==> src/rtl/stim_pattern_gen_if.sv <==
// Bundles the pattern-load, playback-control and output-stream signals of stim_pattern_gen.
// master is the generator side; slave is the side that loads, configures and consumes.
interface stim_pattern_gen_if #(
  parameter int unsigned WIDTH = 8,
  parameter int unsigned PTR_W = 3,
  parameter int unsigned DLY_W = 16
);
  logic             load;
  logic [PTR_W-1:0] wr_addr;
  logic [WIDTH-1:0] wr_data;
  logic             start;
  logic             stop;
  logic [1:0]       mode;
  logic             loop;
  logic [PTR_W-1:0] len;
  logic [DLY_W-1:0] delay;
  logic             out_valid;
  logic [WIDTH-1:0] out_data;
  logic             out_ready;
  logic             busy;
  logic             done;
  logic [PTR_W-1:0] ptr;

  modport master (
    input  load, wr_addr, wr_data, start, stop, mode, loop, len, delay, out_ready,
    output out_valid, out_data, busy, done, ptr
  );

  modport slave (
    output load, wr_addr, wr_data, start, stop, mode, loop, len, delay, out_ready,
    input  out_valid, out_data, busy, done, ptr
  );
endinterface

==> src/rtl/stim_pattern_gen.sv <==
// Pattern generator: a DEPTH x WIDTH memory loaded word-by-word and played out over a
// valid/ready stream with a programmable inter-word gap, per-word transform and optional loop.
module stim_pattern_gen #(
  parameter int unsigned WIDTH = 8,
  parameter int unsigned DEPTH = 5,
  parameter int unsigned PTR_W = 3,
  parameter int unsigned SHIFT = 2,
  parameter int unsigned DLY_W = 16
) (
  input  logic              clk,
  input  logic              rst_n,
  stim_pattern_gen_if.master bus
);

  localparam logic [1:0] StIdle = 2'd0;
  localparam logic [1:0] StEmit = 2'd1;
  localparam logic [1:0] StWait = 2'd2;
  localparam logic [1:0] StDone = 2'd3;

  localparam logic [PTR_W:0] DepthW = (PTR_W + 1)'(DEPTH);

  logic [WIDTH-1:0] mem [DEPTH];

  logic [1:0]       state_q, state_d;
  logic [PTR_W-1:0] ptr_q, ptr_d;
  logic [WIDTH-1:0] data_q, data_d;
  logic [DLY_W-1:0] cnt_q, cnt_d;
  logic             done_q, done_d;
  logic             stop_q, stop_d;
  logic [1:0]       mode_q;
  logic             loop_q;
  logic [PTR_W-1:0] len_q;
  logic [DLY_W-1:0] delay_q;

  logic cfg_take;
  logic bad_len;
  logic last;

  assign cfg_take = (state_q == StIdle) && bus.start;
  assign bad_len  = (bus.len == '0) || ({1'b0, bus.len} > DepthW);
  assign last     = (ptr_q == len_q - PTR_W'(1));

  function automatic logic [WIDTH-1:0] xform(input logic [1:0] m, input logic [PTR_W-1:0] p);
    case (m)
      2'b00:   return mem[p];
      2'b01:   return mem[p] >> SHIFT;
      2'b10:   return ~mem[p];
      default: return mem[0] + WIDTH'(p);
    endcase
  endfunction

  // Memory is deliberately left out of reset so a replay after reset sees the old pattern.
  always_ff @(posedge clk) begin
    if (bus.load && (state_q == StIdle) && ({1'b0, bus.wr_addr} < DepthW)) begin
      mem[bus.wr_addr] <= bus.wr_data;
    end
  end

  always_comb begin
    state_d = state_q;
    ptr_d   = ptr_q;
    data_d  = data_q;
    cnt_d   = cnt_q;
    done_d  = 1'b0;
    stop_d  = stop_q;

    unique case (state_q)
      StIdle: begin
        if (bus.start) begin
          if (bad_len) begin
            done_d = 1'b1;
          end else begin
            ptr_d   = '0;
            stop_d  = 1'b0;
            data_d  = xform(bus.mode, '0);
            state_d = StEmit;
          end
        end
      end
      StEmit: begin
        if (bus.stop) stop_d = 1'b1;
        if (bus.out_ready) begin
          if (stop_q || bus.stop) begin
            stop_d  = 1'b0;
            state_d = StIdle;
          end else if (last && !loop_q) begin
            done_d  = 1'b1;
            state_d = StDone;
          end else begin
            ptr_d = last ? '0 : ptr_q + PTR_W'(1);
            if (delay_q != '0) begin
              cnt_d   = delay_q - DLY_W'(1);
              state_d = StWait;
            end else begin
              data_d = xform(mode_q, ptr_d);
            end
          end
        end
      end
      StWait: begin
        if (bus.stop) begin
          state_d = StIdle;
        end else if (cnt_q == '0) begin
          data_d  = xform(mode_q, ptr_q);
          state_d = StEmit;
        end else begin
          cnt_d = cnt_q - DLY_W'(1);
        end
      end
      StDone: state_d = StIdle;
      default: state_d = StIdle;
    endcase
  end

  always_ff @(posedge clk or negedge rst_n) begin
    if (!rst_n) begin
      state_q <= StIdle;
      ptr_q   <= '0;
      data_q  <= '0;
      cnt_q   <= '0;
      done_q  <= 1'b0;
      stop_q  <= 1'b0;
      mode_q  <= '0;
      loop_q  <= 1'b0;
      len_q   <= '0;
      delay_q <= '0;
    end else begin
      state_q <= state_d;
      ptr_q   <= ptr_d;
      data_q  <= data_d;
      cnt_q   <= cnt_d;
      done_q  <= done_d;
      stop_q  <= stop_d;
      if (cfg_take) begin
        mode_q  <= bus.mode;
        loop_q  <= bus.loop;
        len_q   <= bus.len;
        delay_q <= bus.delay;
      end
    end
  end

  assign bus.out_valid = (state_q == StEmit);
  assign bus.out_data  = data_q;
  assign bus.busy      = (state_q != StIdle);
  assign bus.done      = done_q;
  assign bus.ptr       = ptr_q;

endmodule

==> src/flat_wrapper.sv <==
// flat-port wrapper written by rule: the top's interface ports become plain ports
module stim_pattern_gen_flat 
#(
  parameter int unsigned WIDTH = 8,
  parameter int unsigned DEPTH = 5,
  parameter int unsigned PTR_W = 3,
  parameter int unsigned SHIFT = 2,
  parameter int unsigned DLY_W = 16
)
  (clk, rst_n, bus_load, bus_wr_addr, bus_wr_data, bus_start, bus_stop, bus_mode, bus_loop, bus_len, bus_delay, bus_out_ready, bus_out_valid, bus_out_data, bus_busy, bus_done, bus_ptr);
  stim_pattern_gen_if #(.WIDTH(WIDTH), .PTR_W(PTR_W), .DLY_W(DLY_W)) bus_i ();
  input  logic clk;
  input  logic rst_n;
  input wire logic [$bits(bus_i.load)-1:0] bus_load;
  input wire logic [$bits(bus_i.wr_addr)-1:0] bus_wr_addr;
  input wire logic [$bits(bus_i.wr_data)-1:0] bus_wr_data;
  input wire logic [$bits(bus_i.start)-1:0] bus_start;
  input wire logic [$bits(bus_i.stop)-1:0] bus_stop;
  input wire logic [$bits(bus_i.mode)-1:0] bus_mode;
  input wire logic [$bits(bus_i.loop)-1:0] bus_loop;
  input wire logic [$bits(bus_i.len)-1:0] bus_len;
  input wire logic [$bits(bus_i.delay)-1:0] bus_delay;
  input wire logic [$bits(bus_i.out_ready)-1:0] bus_out_ready;
  output wire logic [$bits(bus_i.out_valid)-1:0] bus_out_valid;
  output wire logic [$bits(bus_i.out_data)-1:0] bus_out_data;
  output wire logic [$bits(bus_i.busy)-1:0] bus_busy;
  output wire logic [$bits(bus_i.done)-1:0] bus_done;
  output wire logic [$bits(bus_i.ptr)-1:0] bus_ptr;
  assign bus_i.load = bus_load;
  assign bus_i.wr_addr = bus_wr_addr;
  assign bus_i.wr_data = bus_wr_data;
  assign bus_i.start = bus_start;
  assign bus_i.stop = bus_stop;
  assign bus_i.mode = bus_mode;
  assign bus_i.loop = bus_loop;
  assign bus_i.len = bus_len;
  assign bus_i.delay = bus_delay;
  assign bus_i.out_ready = bus_out_ready;
  assign bus_out_valid = bus_i.out_valid;
  assign bus_out_data = bus_i.out_data;
  assign bus_busy = bus_i.busy;
  assign bus_done = bus_i.done;
  assign bus_ptr = bus_i.ptr;
  stim_pattern_gen #(.WIDTH(WIDTH), .DEPTH(DEPTH), .PTR_W(PTR_W), .SHIFT(SHIFT), .DLY_W(DLY_W)) u_core (.clk(clk), .rst_n(rst_n), .bus(bus_i));
endmodule
==> config.mk <==
export PLATFORM = sky130hd
export DESIGN_NAME = stim_pattern_gen_flat
export DESIGN_NICKNAME = d
export VERILOG_FILES = /design/src/rtl/stim_pattern_gen_if.sv /design/src/rtl/stim_pattern_gen.sv /design/src/flat_wrapper.sv
export SDC_FILE = /design/constraint.sdc
export NUM_CORES = 1
export LEC_CHECK = 0
export BUFFER_PORTS_ARGS = -buffer_cell sky130_fd_sc_hd__buf_4
export CAP_MARGIN = 20
export CORE_MARGIN = 2
export CORE_UTILIZATION = 30
export CTS_CLUSTER_DIAMETER = 50
export CTS_CLUSTER_SIZE = 10
export DETAILED_ROUTE_END_ITERATION = 12
export PLACE_DENSITY = 0.44
export SLEW_MARGIN = 40
export SYNTH_ARGS = -nofsm -noshare
export SYNTH_HDL_FRONTEND = slang
export SYNTH_SLANG_ARGS = --single-unit
==> constraint.sdc <==
create_clock -name clk -period 3.8 [get_ports clk]
set_input_delay 0.19 -clock clk [delete_from_list [all_inputs] [get_ports clk]]
set_output_delay 0.19 -clock clk [all_outputs]
set_load 0.05 [all_outputs]
# == After elaboration in Yosys (flattened, before gate mapping) ==
# Memories as Yosys holds them, arrays and structs flattened.
# Cells that the tools add are included.
# op_classes
add_sub_neg,6
order_cmp,2
eq_ne,20
muxes,49
n_bitwise,3
n_reduce_logical,22
# ops
operator,n
$mux W16,6
$pmux W8 S3,4
$mux W8,8
$pmux W16 S2,1
$sub A16 B1 Y16 const B,2
$not A8 Y8,3
$mux W3,6
$add A8 B3 Y8,2
$logic_not A16 Y1,1
$mux W2,8
$ne A2 B2 Y1 const B,8
$reduce_bool A16 Y1,1
$mux W1,12
$reduce_and A9 Y1,1
$eq A2 B2 Y1 const B,4
$pmux W2 S4,1
$reduce_and A7 Y1,1
$eq A2 B1 Y1 const B,3
$logic_not A2 Y1,3
$pmux W3 S2,1
$reduce_and A6 Y1,1
$reduce_bool A2 Y1,3
$reduce_and A5 Y1,1
$logic_and A1 B1 Y1,4
other kinds (14),17
# totals
reg_bits,53
ram_bits,40
inputBits,39
out_inout_bits,14
wordCells,113
mem_count,1
# mem_list
name,depth,word_bits,rd,rd_clocked_by_memory_dff,wr,line_no,text
u_core.mem,5,8,3,0,1,stim_pattern_gen.sv:22,logic [WIDTH-1:0] mem [DEPTH];

# == Logic depth before layout (Yosys ltp) ==
# Gate-level depths: netlist of the first run.
# An unclocked memory read counts as a cell.
# depth
depth_word,11
mapped_depth,15
mapped_depth_nobuf,15

# == Least setup slack after synthesis of the first run ==
# No wires, ideal clock.
# synth_path
kind,register -> register
startpoint,register u_core.state_q[0]
endpoint,register u_core.cnt_q[14]
setup_ns,0.126
arrival_ns,3.215
t_required_ns,3.674
slack_ns,0.459
stages_incl_launch_ff,15
n_path_buf,4
period_less_slack_ns,3.341
cell_sequence,dfrtp_1 -> inv_1 -> ha_1 -> buf_6 -> buf_2 -> buf_2 -> clkbuf_1 -> mux2i_1 -> ha_1 -> o21ai_1 -> o21bai_2 -> nor4_2 -> xnor2_1 -> nor2_1 -> a221o_1
# synth_via
elab_chain_len,3
word_cells_on_any_way,11
cone_classes,8 x eq/ne; 1 x mux; 2 x reduce/logical
# synth_lines
item,line_no,text
start: declaration,stim_pattern_gen.sv:24,"logic [1:0] state_q, state_d;"
start signal: assignment,stim_pattern_gen.sv:117,state_q <= StIdle;
start signal: assignment,stim_pattern_gen.sv:128,state_q <= state_d;
$eq A2 B2 Y1 / $eq A2 B1 Y1 (equally long branches),--,
$ne A2 B2 Y1 (no line) (tied with other cells),--,
$reduce_and A7 Y1 (no line),--,
end signal: assignment,stim_pattern_gen.sv:131,cnt_q <= cnt_d;
end: declaration,stim_pattern_gen.sv:27,"logic [DLY_W-1:0] cnt_q, cnt_d;"
# Several ways; a longest one is shown, not always the timed one.
# A chain may end at the register's enable or synchronous reset.

# == Final worst setup path of the first run ==
# layout_path
startpoint,register u_core.len_q[0]
endpoint,register u_core.data_q[7] (netlist: u_core.bus.out_data[7])
# layout_via
elab_chain_len,11
word_cells_on_any_way,15
cone_classes,2 x add/sub; 2 x eq/ne; 7 x mux; 1 x bitwise; 2 x reduce/logical; 1 x memory
# layout_lines
item,line_no,text
start: declaration,stim_pattern_gen.sv:32,logic [PTR_W-1:0] len_q;
start signal: assignment,stim_pattern_gen.sv:137,len_q <= bus.len;
$sub A3 B1 Y3 *,stim_pattern_gen.sv:41,assign last = (ptr_q == len_q - PTR_W'(1));
$eq A3 B3 Y1 *,stim_pattern_gen.sv:41,
branches (longest 9 deep; another with $add A8 B3 Y8),--,
end signal: assignment,stim_pattern_gen.sv:130,data_q <= data_d;
end: declaration,stim_pattern_gen.sv:26,"logic [WIDTH-1:0] data_q, data_d;"
# Mark *: on every way between the ends. The select of a mux whose other input is x is not followed.

==> run metrics, run 1 <==
Synth top cells by count=nand2_1, dfrtp_1, nor2_1; top post-synthesis cells by area=dfrtp_1, edfxtp_1, mux2_2, mux2i_1, nand2_1; power per cell area=874.0 mW/mm2; WS Path Type=flip-flop to flip-flop; Tot GR Track Use=16.45%; share of cells above drive strength 1=21.53%; Net Count, Synth=666; number of remaining DRC errors=0; Synth Flop Type=dfrtp_1; CP max FO=5; Hold WC Path Type=primary input to flip-flop; Synth cell types=69; Tightest Pin Transition=0.8166 ns; Die H=146.8 um; Hold Fails Final Rpt=0; sequential share of the synthesized area=41.33%; WL/cell=18.76 um; Post-synth ARST share=56.99%; residual overflow from global routing=0; I/O Buffers=52; Gates resized, CTS repair=0; max-slew violation count=0; DR vias/cell=5.255; overall power=6.217 mW; routed vias=4861; post-DP HPWL=12860 um; total number of H-tree levels=3; Detail Route Antenna Nets=0; initial antenna violation count=0; initial drt markers=344; fin crit share=88.33%; Rel. slew slack=45.36%; TritonCTS clock tree=done; FILL cells=2032; worst skew pair latency=0.35 ns; top-count cell post-synth=nand2_1; fin crit period=3.357 ns; Sink Count=93; syn avg cell area=10.02 um2; Max-Cap Viols=0; critical path endpoint category=flip-flop; setup TNS=0 ns; Seq. cell area=0.002527 mm2; Synth Register Bits=93; CP most frequent cell=ha_1; IO Count=53; maximum vdd drop=0.2778 mV; CP cell instances=inv_1 -> ha_1 -> xnor3_2 -> and3_1 -> nor2_1 -> ha_1 -> a21o_1 -> a21oi_1 -> or3_1 -> a31oi_1 -> mux2_2 -> o21ai_1 -> o21ai_0; CP required=4.03 ns; CP arrival=3.59 ns; Placer Congestion=0.8794; Final Cell Area=0.007113 mm2; RSZ-0062 raised after global routing=false; largest stage delay on the critical path=0.47 ns; number of global-route vias before repair=4900; Core Rows=52; Die Area=0.02154 mm2; Final nets=706; n_diodes=0; Critical Path Source Type=flip-flop; Setup Viol. Count Final=0; Max Freq=0.2979 GHz; largest net degree at the start of global routing=54; post-synthesis cell area=0.006115 mm2; YS warnings=0; post-synthesis cell count=610; Synth area leader=dfrtp_1; DR pass1 iterations=5; Routed Wire Length=17360 um; Post-DP Area=0.006773 mm2; Synth top area share=21.69%; clock buffer depth=2; CTS buffer count=9; root buffer cell=clkbuf_16; first-pass GRT wire length=27740 um; Area growth syn-to-layout=16.33%; LEAKAGE=2.782 nW; Die X-Extent=146.8 um; status=finished, final reports clean; CP max stage cell=xnor3_2; Setup Skew=0.009297 ns; core footprint=0.02010 mm2; Final Util=35.38%; Clock Pin Slew Worst Setup and Hold Paths=0.07 ns; Multi-input gate area=0.003313 mm2; Initial Utilization=30.41%; Post-synth EDFFs=40
## area by class of cell
class | instances | area share, %
sequential | 93 | 35.53
tap | 270 | 4.749
clock inverter | 6 | 1.337
timing repair buffer | 65 | 6.948
inverter | 31 | 1.636
multi-input combinational | 450 | 46.58
clock buffer | 10 | 3.219
## report_power, final
group / internal [mW] / switching, mW
logic: 1.40 / 2.04
clock network: 0.583 / 0.425
registers: 1.35 / 0.422
## layer usage
| layer | wire length (um) | track usage, % | vias to the layer above |
|---|---|---|---|
| met4 | 225 | 5.000 | 0 |
| li1 | - | - | 2358 |
| met3 | 708 | 2.733 | 13 |
| met2 | 7935 | 25.75 | 103 |
| met1 | 8485 | 23.39 | 2387 |
| met5 | 0 | 0 | - |
## layout by cell type (no fill, tap or decap), types with 7 or more instances in the layout
cell	instances
clkbuf_16	9
xnor2_1	20
o211ai_1	8
mux4_2	8
a221o_1	8
mux2i_1	23
nor4_1	11
buf_4	63
nor2_1	42
nand3_1	12
nand2_1	53
o221ai_1	13
ha_1	15
a21oi_1	32
nand4_1	7
dfrtp_1	53
xor2_1	8
inv_1	29
o21ai_0	28
nor3_1	24
edfxtp_1	40
mux2_2	32
## what timing repair did
item                                   in CTS  in global routing
hold buffers                                1                  0
endpoints found under the hold margin      53                  0
setup buffers                               0                  0
## registers in the layout (all words and copies together) (netlist names)
register / cells
u_core.bus.ptr: 3
u_core.mode_q: 2
u_core.bus.out_data: 8
u_core.stop_q: 1
u_core.cnt_q: 16
u_core.len_q: 3
u_core.delay_q: 16
u_core.state_q: 2
u_core.mem: 40
u_core.loop_q: 1
u_core.bus.done: 1
## stage by stage
stage / hold WS (ns) / instances / worst slack (ns)
2_1_floorplan: -0.1056 / 610 / 0.4591
3_3_place_gp: 0.3052 / 908 / 0.5815
3_5_place_dp: 0.3107 / 908 / 0.4970
4_1_cts: 0.03530 / 925 / 0.4751
5_1_grt: 0.03591 / 925 / 0.1903
6_report: 0.04420 / 925 / 0.4433
## worst paths after layout
kind	slack, ns	from	end	depth (start not counted)
max	0.44	u_core.len_q[0]	u_core.bus.out_data[7]	13
min	0.04	bus_wr_data[7]	u_core.mem[0][7]	1
max reg2reg	0.44	u_core.len_q[0]	u_core.bus.out_data[7]	13
min reg2reg	0.50	u_core.len_q[1]	u_core.len_q[1]	1
max in group asynchronous	3.05	rst_n	u_core.cnt_q[14]	2
min in group asynchronous	0.36	rst_n	u_core.cnt_q[7]	2
## worst max-delay path: cells and delay by family (launching register included)
kind	cells	cell delay, ns
fa+ha+maj	2	0.43
buf+inv	1	0.07
flops	1	0.41
mux	1	0.27
compound gates	5	0.89
simple gates	3	0.69
xor+xnor	1	0.47
## cells by family after synthesis
logic type      share of synthesized area (%)
flops                                   41.33
xor+xnor                                4.931
fa+ha+maj                               3.724
simple gates                            15.92
buf+inv                                 4.747
compound gates                          16.74
mux                                     12.60
No activity file was read; power rests on OpenSTA's default activity.
==> run 2, diff against run 1 <==
--- a/config.mk
+++ b/config.mk
@@ -9,6 +9,7 @@
 export CAP_MARGIN = 20
 export CORE_MARGIN = 2
 export CORE_UTILIZATION = 30
+export CTS_BUF_LIST = sky130_fd_sc_hd__clkbuf_8
 export CTS_CLUSTER_DIAMETER = 50
 export CTS_CLUSTER_SIZE = 10
 export DETAILED_ROUTE_END_ITERATION = 12
==> run 2 against run 1 <==
Net effect:
- routed wire length increased by 0.35%
- clock-buffer cell count decreased by 1
- hold slack worse by 0.029 ns
- sequential share of layout area up 0.41 points
==> run metrics, run 2 (same netlist as run 1, synthesis figures left out) <==
Final Util=34.98%; root buffer cell=clkbuf_8; first-pass GRT wire length=27830 um; met1 usage=23.45%; TritonCTS clock tree=done; Tightest Pin Transition=0.7886 ns; initial drt markers=371; Area growth syn-to-layout=15.00%; DR pass1 iterations=5; RSZ-0062 raised after global routing=false; Setup Skew=0.01527 ns; power per cell area=852.3 mW/mm2; CP required=4.07 ns; total number of H-tree levels=3; WS Path Type=flip-flop to flip-flop; I/O Buffers=52; commonest cells after routing, fill and taps aside=buf_4, nand2_1, dfrtp_1, nor2_1, edfxtp_1; setup TNS=0 ns; Die Area=0.02154 mm2; WL/cell=18.79 um; Die H=146.8 um; FILL cells=2042; Largest Register=u_core.mem; maximum vdd drop=0.2478 mV; gr busiest metal=met2; number of remaining DRC errors=0; status=finished, final reports clean; clock buffer depth=2; IO Count=53; met2 global-route usage=25.82%; Rel. slew slack=47.23%; core footprint=0.02010 mm2; routed vias=4935; Hold Fails Final Rpt=0; CP cell instances=inv_1 -> ha_1 -> xnor3_2 -> and3_1 -> nor2_1 -> ha_1 -> a21o_1 -> a21oi_1 -> or3_1 -> a31oi_1 -> mux2_2 -> o21ai_1 -> o21ai_0; n_diodes=0; delay-heaviest family, CP=compound AO/OA/AOI/OAI gates; Detail Route Antenna Nets=0; DR vias/cell=5.324; largest net degree at the start of global routing=54; critical path endpoint category=flip-flop; max reg flops=40; number of global-route vias before repair=4906; CP max FO=5; Final Cell Area=0.007032 mm2; initial antenna violation count=0; Hold WC Path Type=primary input to flip-flop; post-CTS setup buffers=0; residual overflow from global routing=0; grt met3 use=2.919%; Post-DP Area=0.006773 mm2; CTS buffer count=9; CP most frequent cell=ha_1; Core Rows=52; Max-Cap Viols=0; Placer Congestion=0.8794; largest stage delay on the critical path=0.47 ns; CP arrival=3.62 ns; Die X-Extent=146.8 um; CP bufs+invs=1; fin crit period=3.357 ns; Regs by FF count=u_core.mem: 40 flops, u_core.cnt_q: 16 flops, u_core.delay_q: 16 flops; commonest non-fill, non-tap cell in the layout=buf_4; CP max stage cell=xnor3_2; Routed Wire Length=17420 um; fin crit share=88.35%; Tot GR Track Use=16.49%; max-slew violation count=0; Clock Pin Slew Worst Setup and Hold Paths=0.10 ns; worst skew pair latency=0.39 ns; Final nets=708; Critical Path Source Type=flip-flop; Initial Utilization=30.41%; Max Freq=0.2979 GHz; post-DP HPWL=12860 um; share of cells above drive strength 1=21.46%; LEAKAGE=2.748 nW; Sink Count=93; Setup Viol. Count Final=0
## run 2: routing by layer
layer	share of wire [%]	vias to the layer above	wire, um
li1	-	2366	-
met1	49	2440	8595
met2	46	115	7925
met3	3.8	14	669
met4	1.3	0	225
met5	0	-	0
## run 2: what timing repair did
action                                 CTS  global route
resized for setup                        0             0
hold buffers                             3             0
endpoints found under the hold margin   62             0
## run 2: worst paths after layout
path	depth (start not counted)	to	slack, ns	from
worst max-delay path	13	u_core.bus.out_data[7]	0.44	u_core.len_q[0]
worst min-delay path	1	u_core.mem[1][5]	0.02	bus_wr_data[5]
worst max register to register	13	u_core.bus.out_data[7]	0.44	u_core.len_q[0]
worst min register to register	1	u_core.len_q[1]	0.51	u_core.len_q[1]
max in group asynchronous	2	u_core.cnt_q[14]	3.09	rst_n
min in group asynchronous	2	u_core.cnt_q[7]	0.33	rst_n
## run 2: cell type report
type                       instances  area, um2  area share [%]
clock buffer                       9      123.9           1.762
multi-input combinational        450       3313           47.12
sequential                        93       2527           35.94
tap                              270      337.8           4.804
timing repair buffer              67      514.2           7.313
inverter                          31      116.4           1.655
clock inverter                     7      98.84           1.406
## run 2: per-stage QoR
stage / power [mW] / hold WS [ns] / setup WS, ns / instances
final: 5.993 / 0.01550 / 0.4428 / 927
after global routing: 6.431 / 0.00001418 / 0.1857 / 927
after CTS: 6.014 / 0.00002395 / 0.4720 / 927
after detailed placement: 5.217 / 0.3107 / 0.4970 / 908
after global placement: 5.188 / 0.3052 / 0.5815 / 908
after floorplan: 4.275 / -0.1056 / 0.4591 / 610
## run 2: power by group
group	switching, mW	internal (mW)
logic	2.05	1.40
registers	0.421	1.34
clock network	0.404	0.374
total	2.87	3.12
